File: src/rtl/mem_arbiter.sv
// Serializes instruction-fetch and data accesses onto one single-ported RAM.
// Data has priority; a starvation counter forces a fetch grant after STARVE_MAX data grants.
module mem_arbiter #(
    parameter int ADDR_W     = 32,
    parameter int DATA_W     = 32,
    parameter int STARVE_MAX = 4
) (
    input  logic              CLK,
    input  logic              RST,
    input  logic              iREN,
    input  logic [ADDR_W-1:0] iaddr,
    output logic              ihit,
    output logic [DATA_W-1:0] iload,
    input  logic              dREN,
    input  logic              dWEN,
    input  logic [ADDR_W-1:0] daddr,
    input  logic [DATA_W-1:0] dstore,
    output logic              dhit,
    output logic [DATA_W-1:0] dload,
    output logic              ram_ren,
    output logic              ram_wen,
    output logic [ADDR_W-1:0] ram_addr,
    output logic [DATA_W-1:0] ram_store,
    input  logic [DATA_W-1:0] ram_load,
    input  logic              ram_ready,
    output logic              busy
);
    typedef enum logic [1:0] {IDLE, IACC, DACC, RESP} state_t;

    localparam logic [3:0] SMAX = 4'(STARVE_MAX);

    state_t            state, state_nx;
    logic [ADDR_W-1:0] addr_q;
    logic [DATA_W-1:0] store_q;
    logic              wr_q;
    logic              gnt_i;
    logic [3:0]        starve_cnt;
    logic              dreq, data_win;

    assign dreq     = dREN | dWEN;
    assign data_win = dreq && !(iREN && starve_cnt == SMAX);

    always_comb begin
        state_nx = state;
        case (state)
            IDLE: begin
                if (data_win)  state_nx = DACC;
                else if (iREN) state_nx = IACC;
            end
            IACC, DACC: if (ram_ready) state_nx = RESP;
            RESP:       state_nx = IDLE;
            default:    state_nx = IDLE;
        endcase
    end

    always_ff @(posedge CLK or posedge RST) begin
        if (RST) begin
            state      <= IDLE;
            addr_q     <= '0;
            store_q    <= '0;
            wr_q       <= 1'b0;
            gnt_i      <= 1'b0;
            starve_cnt <= '0;
            iload      <= '0;
            dload      <= '0;
        end else begin
            state <= state_nx;
            if (state == IDLE) begin
                if (data_win) begin
                    addr_q     <= daddr;
                    store_q    <= dstore;
                    wr_q       <= dWEN;
                    gnt_i      <= 1'b0;
                    // only count data grants that actually made a fetch wait
                    starve_cnt <= !iREN ? 4'd0 : (starve_cnt == SMAX) ? SMAX : starve_cnt + 4'd1;
                end else if (iREN) begin
                    addr_q     <= iaddr;
                    store_q    <= dstore;
                    wr_q       <= 1'b0;
                    gnt_i      <= 1'b1;
                    starve_cnt <= '0;
                end
            end
            if (state == IACC && ram_ready)          iload <= ram_load;
            if (state == DACC && ram_ready && !wr_q) dload <= ram_load;
        end
    end

    assign ram_ren   = (state == IACC) || (state == DACC && !wr_q);
    assign ram_wen   = (state == DACC) && wr_q;
    assign ram_addr  = addr_q;
    assign ram_store = store_q;
    assign busy      = (state != IDLE);
    // hit is dropped if the requester withdrew before the response cycle
    assign ihit      = (state == RESP) && gnt_i && iREN;
    assign dhit      = (state == RESP) && !gnt_i && dreq;
endmodule

File: config.mk
export PLATFORM = sky130hd
export DESIGN_NAME = mem_arbiter
export DESIGN_NICKNAME = d
export VERILOG_FILES = /design/src/rtl/mem_arbiter.sv
export SDC_FILE = /design/constraint.sdc
export NUM_CORES = 1
export LEC_CHECK = 0
export ABC_AREA = 1
export BUFFER_PORTS_ARGS = -buffer_cell sky130_fd_sc_hd__buf_4
export CAP_MARGIN = 10
export CORE_UTILIZATION = 47
export CTS_CLUSTER_SIZE = 8
export DETAILED_ROUTE_END_ITERATION = 10
export PLACE_DENSITY = 0.8
export SYNTH_ARGS = -nofsm -noshare
export SYNTH_HDL_FRONTEND = slang
export SYNTH_SLANG_ARGS = --single-unit
File: constraint.sdc
create_clock -name CLK -period 5.1 [get_ports CLK]
set_clock_uncertainty 0.15 [all_clocks]
set_input_delay 0.255 -clock CLK [delete_from_list [all_inputs] [get_ports CLK]]
set_output_delay 0.255 -clock CLK [all_outputs]
set_load 0.005 [all_outputs]
After elaboration in Yosys (flattened, before gate mapping)
Index checks and enable logic that the tools add are counted.

Bits of input ports: 134. Flip-flop bits (word level): 136. Word-level logic and storage cells: 53.

Multiplexer cells: 16. Bitwise operators: 1. Add/subtract/negate cells: 1. Eq/ne operators: 6. Reductions and logical operators: 21.

Operators with widths (number): two-way mux 32 bit (4); two-way mux 4 bit (4); logical AND 1 bit (11); two-way mux 2 bit (3); one-hot mux 2 bit (3 select lines) (1); adder 4 x 1 -> 4 bit (second input constant) (1); equality test 2 bit (second input constant) (2); equality test 4 x 3 -> 1 bit (second input constant) (1); two-way mux 1 bit (4); AND reduction 2 bit (2); nonzero test 2 bit (2); logical NOT 1 bit (3); != test 3 bit (second input constant) (1); equality test 2 x 1 -> 1 bit (second input constant) (1); logical NOT 2 bit (1); != test 2 bit (second input constant) (1); OR reduction 2 bit (1); logical OR 1 bit (1); OR 1 bit (1).

Depth between registers and ports, before layout
Depth in word-level cells: 6. Mapped depth: 9. Depth with buffers taken out: 8.

Worst setup path before layout
OpenSTA, ideal clock, no wires.

Path type: flip-flop to flip-flop. Start: register state[0]. End: register addr_q[0], in the netlist ram_addr[0]. Slack: 3.406 ns. Data arrival time: 1.427 ns. Period minus slack after synthesis: 1.694 ns. Cell stages (with the launch flop): 10. Path through: dfrtp_1 inv_1 ha_1 inv_2 a21oi_2 inv_2 buf_2 buf_2 nand2_1 nand2_1.

Longest elaborated chain between the ends: 2.

RTL lines: from (decl) (RTL line 32) `state_t state, state_nx;`; from (signal assigned) (RTL line 67) `state <= state_nx;`; logical NOT 2 bit (RTL line 68) `if (state == IDLE) begin`; AND reduction 2 bit (no line); to (signal assigned) (RTL line 70) `addr_q <= daddr;`; to (signal assigned) (RTL line 77) `addr_q <= iaddr;`; to (decl) (RTL line 33) `logic [ADDR_W-1:0] addr_q;`.

Every way passes these cells. A chain may end at the register's enable or synchronous reset.

Worst setup path after layout
Start: register starve_cnt[0]. End: register addr_q[24], in the netlist ram_addr[24].

Longest elaborated chain between the ends: 6.

RTL lines: from (decl) (RTL line 37) `logic [3:0] starve_cnt;`; from (signal assigned) (RTL line 75) `starve_cnt <= !iREN ? 4'd0 : (starve_cnt == SMAX) ? SMAX : starve_cnt + 4'd1;`; equality test 4 x 3 -> 1 bit * (RTL line 41) `assign data_win = dreq && !(iREN && starve_cnt == SMAX);`; logical AND 1 bit * (RTL line 41); logical NOT 1 bit * (RTL line 41); logical AND 1 bit * (RTL line 41); nonzero test 2 bit (no line); AND reduction 2 bit (no line).

Mark *: on every way between the ends. The rest lies on a longest branch, timed or not.

==> impl_metrics.toml <==
[outcome]
status = "finished clean"

[synth]
async_flop_share = 1.00
synthFlopType = "dfrtp_1"
ys_types = 18
synthCells = 720
syn_area_per_cell_um2 = 8.16
synth.cell_area_um2 = 5880
synth_area_leader_cell = "dfrtp_1"
synth_nets = 860
ys_seq_area_frac = 0.579
synth_top_cell_area_share = 0.579
synth-edff-count = 0
yosys_warnings = 0
ys_top_cells_by_area = "dfrtp_1 58%, nand2_1 18%, inv_1 7.1%"
ys_ff_latch = 136

[setup_path]
cp_max_fo = 35
path_class = "flop to flop"
worstPathCellList = "inv_1 -> ha_1 -> nand4_2 -> nand2_1 -> buf_4 -> nand2_1 -> nand3_1 -> dlygate4sd3_1 -> nand2_1"
arrival_ns = 3.37
end_kind = "flop"
slowest_stage = "nand4_2"
critPathMaxStageDelay_ns = 0.76
start_kind = "flop"
cp-startpoint = "starve_cnt[0]"
r2r_start = "starve_cnt[0]"
path_common_cell = "nand2_1"
cp.required_ns = 5.26

[pwr]
ir_drop_uv = 280
power_per_cell_area_nw_per_um2 = 557
power_leakage_nw = 5.42

[grt]
grt_use_total = 0.287
antenna_found_initial = 0
grt_max_degree = 80
grt_pass1_wl_um = 28700
gr-total-overflow = 0
grt_pass1_vias = 6071

[floorplan]
design.core.area_um2 = 12100
die_h_um = 114
die_area_um2 = 13000
die_x_um = 114
initial_utilization = 0.485
fp-row-count = 40
io_pins = 267

[clock_tree]
postCtsHoldBufs = 98
htreeDepth = 4
post_cts_resize_count = 0
clk_pin_slew_worst_paths_ns = 0.06
post_cts.repair.setup_buffers = 0
clock_path_buffers = 2
cts-root-buf = "clkbuf_16"
clock_latency_ns = 0.42
cts_buffers = 17
cts_tree = "built"
clock_sinks = 136

[sta]
rsz0062_at_grt = "no"
period_share = 0.631
slew_viol_final = 0
period_minus_slack_ns = 3.22
fin_setup_tns_ns = 0
hold_viol = 0
slew_headroom = 0.266
tightest_slew_ns = 1.10
worst_hold_slack_ns = 0.0118
setup_violations = 0
clock.fmax_mhz = 311

[drt]
firstDrtPassIters = 7
viasPerCell = 4.84
remaining_drc_errors = 0
final_antenna_net_count = 0
wl_per_cell_um = 14.4
vias = 6052
routed_wl_um = 18000
detailedRoute.firstIterationViolations = 589

[final_layout]
mostFrequentLayoutCell = "nand2_1"
final_cells = 1251
drive_gt1_frac = 0.284
syn_to_final_growth_pct = 63.7
seq_area_um2 = 3400
n_fill_cell = 765
multiInputGateArea_um2 = 1900
diodes = 0
final_cell_mix = "277 x nand2_1, 269 x buf_4, 136 x dfrtp_1, 110 x inv_1, 98 x dlygate4sd3_1"
nets = 1211

[placed_design]
dp.cells = 1122
io_buffers = 266
dp_hpwl_um = 10400
gp_congestion = 0.863

[min_path]
min_from = "daddr[0]"
worstHoldPathType = "input port to flop"

[job]
maxCapViolCount = 0
[flip-flops by register name, indices dropped and copies added, names as in the netlist]
signal	cells
dload	32
gnt_i	1
iload	32
ram_addr	32
ram_store	32
starve_cnt	4
state	2
wr_q	1
[area by class of cell]
class                           instances  area share
Tap cell                              168      0.0219
Clock buffer                           19      0.0461
Inverter                              114      0.0450
Multi-Input combinational cell        435       0.198
Sequential cell                       136       0.354
Clock inverter                         12      0.0233
Timing Repair Buffer                  367       0.312
[per-stage QoR]
stage	instance area (µm²)	setup slack (ns)	util	total power, mW
final	9620	1.88	0.794	5.35
after global routing	9620	1.68	0.794	5.70
after CTS	9620	1.93	0.794	5.32
after detailed placement	7970	2.31	0.658	3.84
after global placement	7970	2.37	0.658	3.78
after floorplan	5880	1.06	-	2.76
[final timing paths]
kind	endpoint	slack (ns)	cells past startpoint
max in group asynchronous	iload[23]	3.20	4
hold reg to reg	ram_store[13]	0.32	2
setup reg to reg	ram_addr[24]	1.88	9
hold / removal	ram_addr[0]	0.01	5
min in group asynchronous	ram_store[27]	0.40	3
setup / recovery	ram_addr[24]	1.88	9
[per-layer routing]
layer  GRT usage  up-vias  part of all wire
met5           0        -                 0
li1            -     2893                 -
met1       0.320     2835              0.38
met3      0.0691       75             0.050
met4       0.174        0             0.050
met2       0.498      249              0.52
[cell usage after synthesis (3+ instances only)]
| cell type | n |
|---|---|
| inv_1 | 111 |
| buf_2 | 11 |
| ha_1 | 6 |
| o21ai_0 | 66 |
| nand3_1 | 71 |
| nand2_1 | 278 |
| clkbuf_1 | 21 |
| nor2_1 | 5 |
| buf_4 | 3 |
| dfrtp_1 | 136 |
| o22ai_1 | 3 |
| inv_2 | 3 |
[where the power goes]
part | total (mW) | internal [mW] | switching (mW)
Clock | 1.39 | 0.927 | 0.464
Sequential | 1.90 | 1.60 | 0.307
Combinational | 2.06 | 1.03 | 1.02
[worst max-delay path: cells and delay by family (launching register included)]
kind / cells / cell delay [ns]
buffers and inverters: 3 / 1.04
and+or+nand+nor: 5 / 1.29
adders and majority gates: 1 / 0.21
DFF: 1 / 0.40
[cells by family (layout without fill, tap and decap cells)]
family          Yosys count  in the layout  share of synthesized area
compound gates           72             72                     0.0634
flops                   136            136                      0.579
simple gates            357            357                      0.245
buf+inv                 149            512                     0.0994
fa+ha+maj                 6              6                     0.0128
No activity file was read; power rests on OpenSTA's default activity.
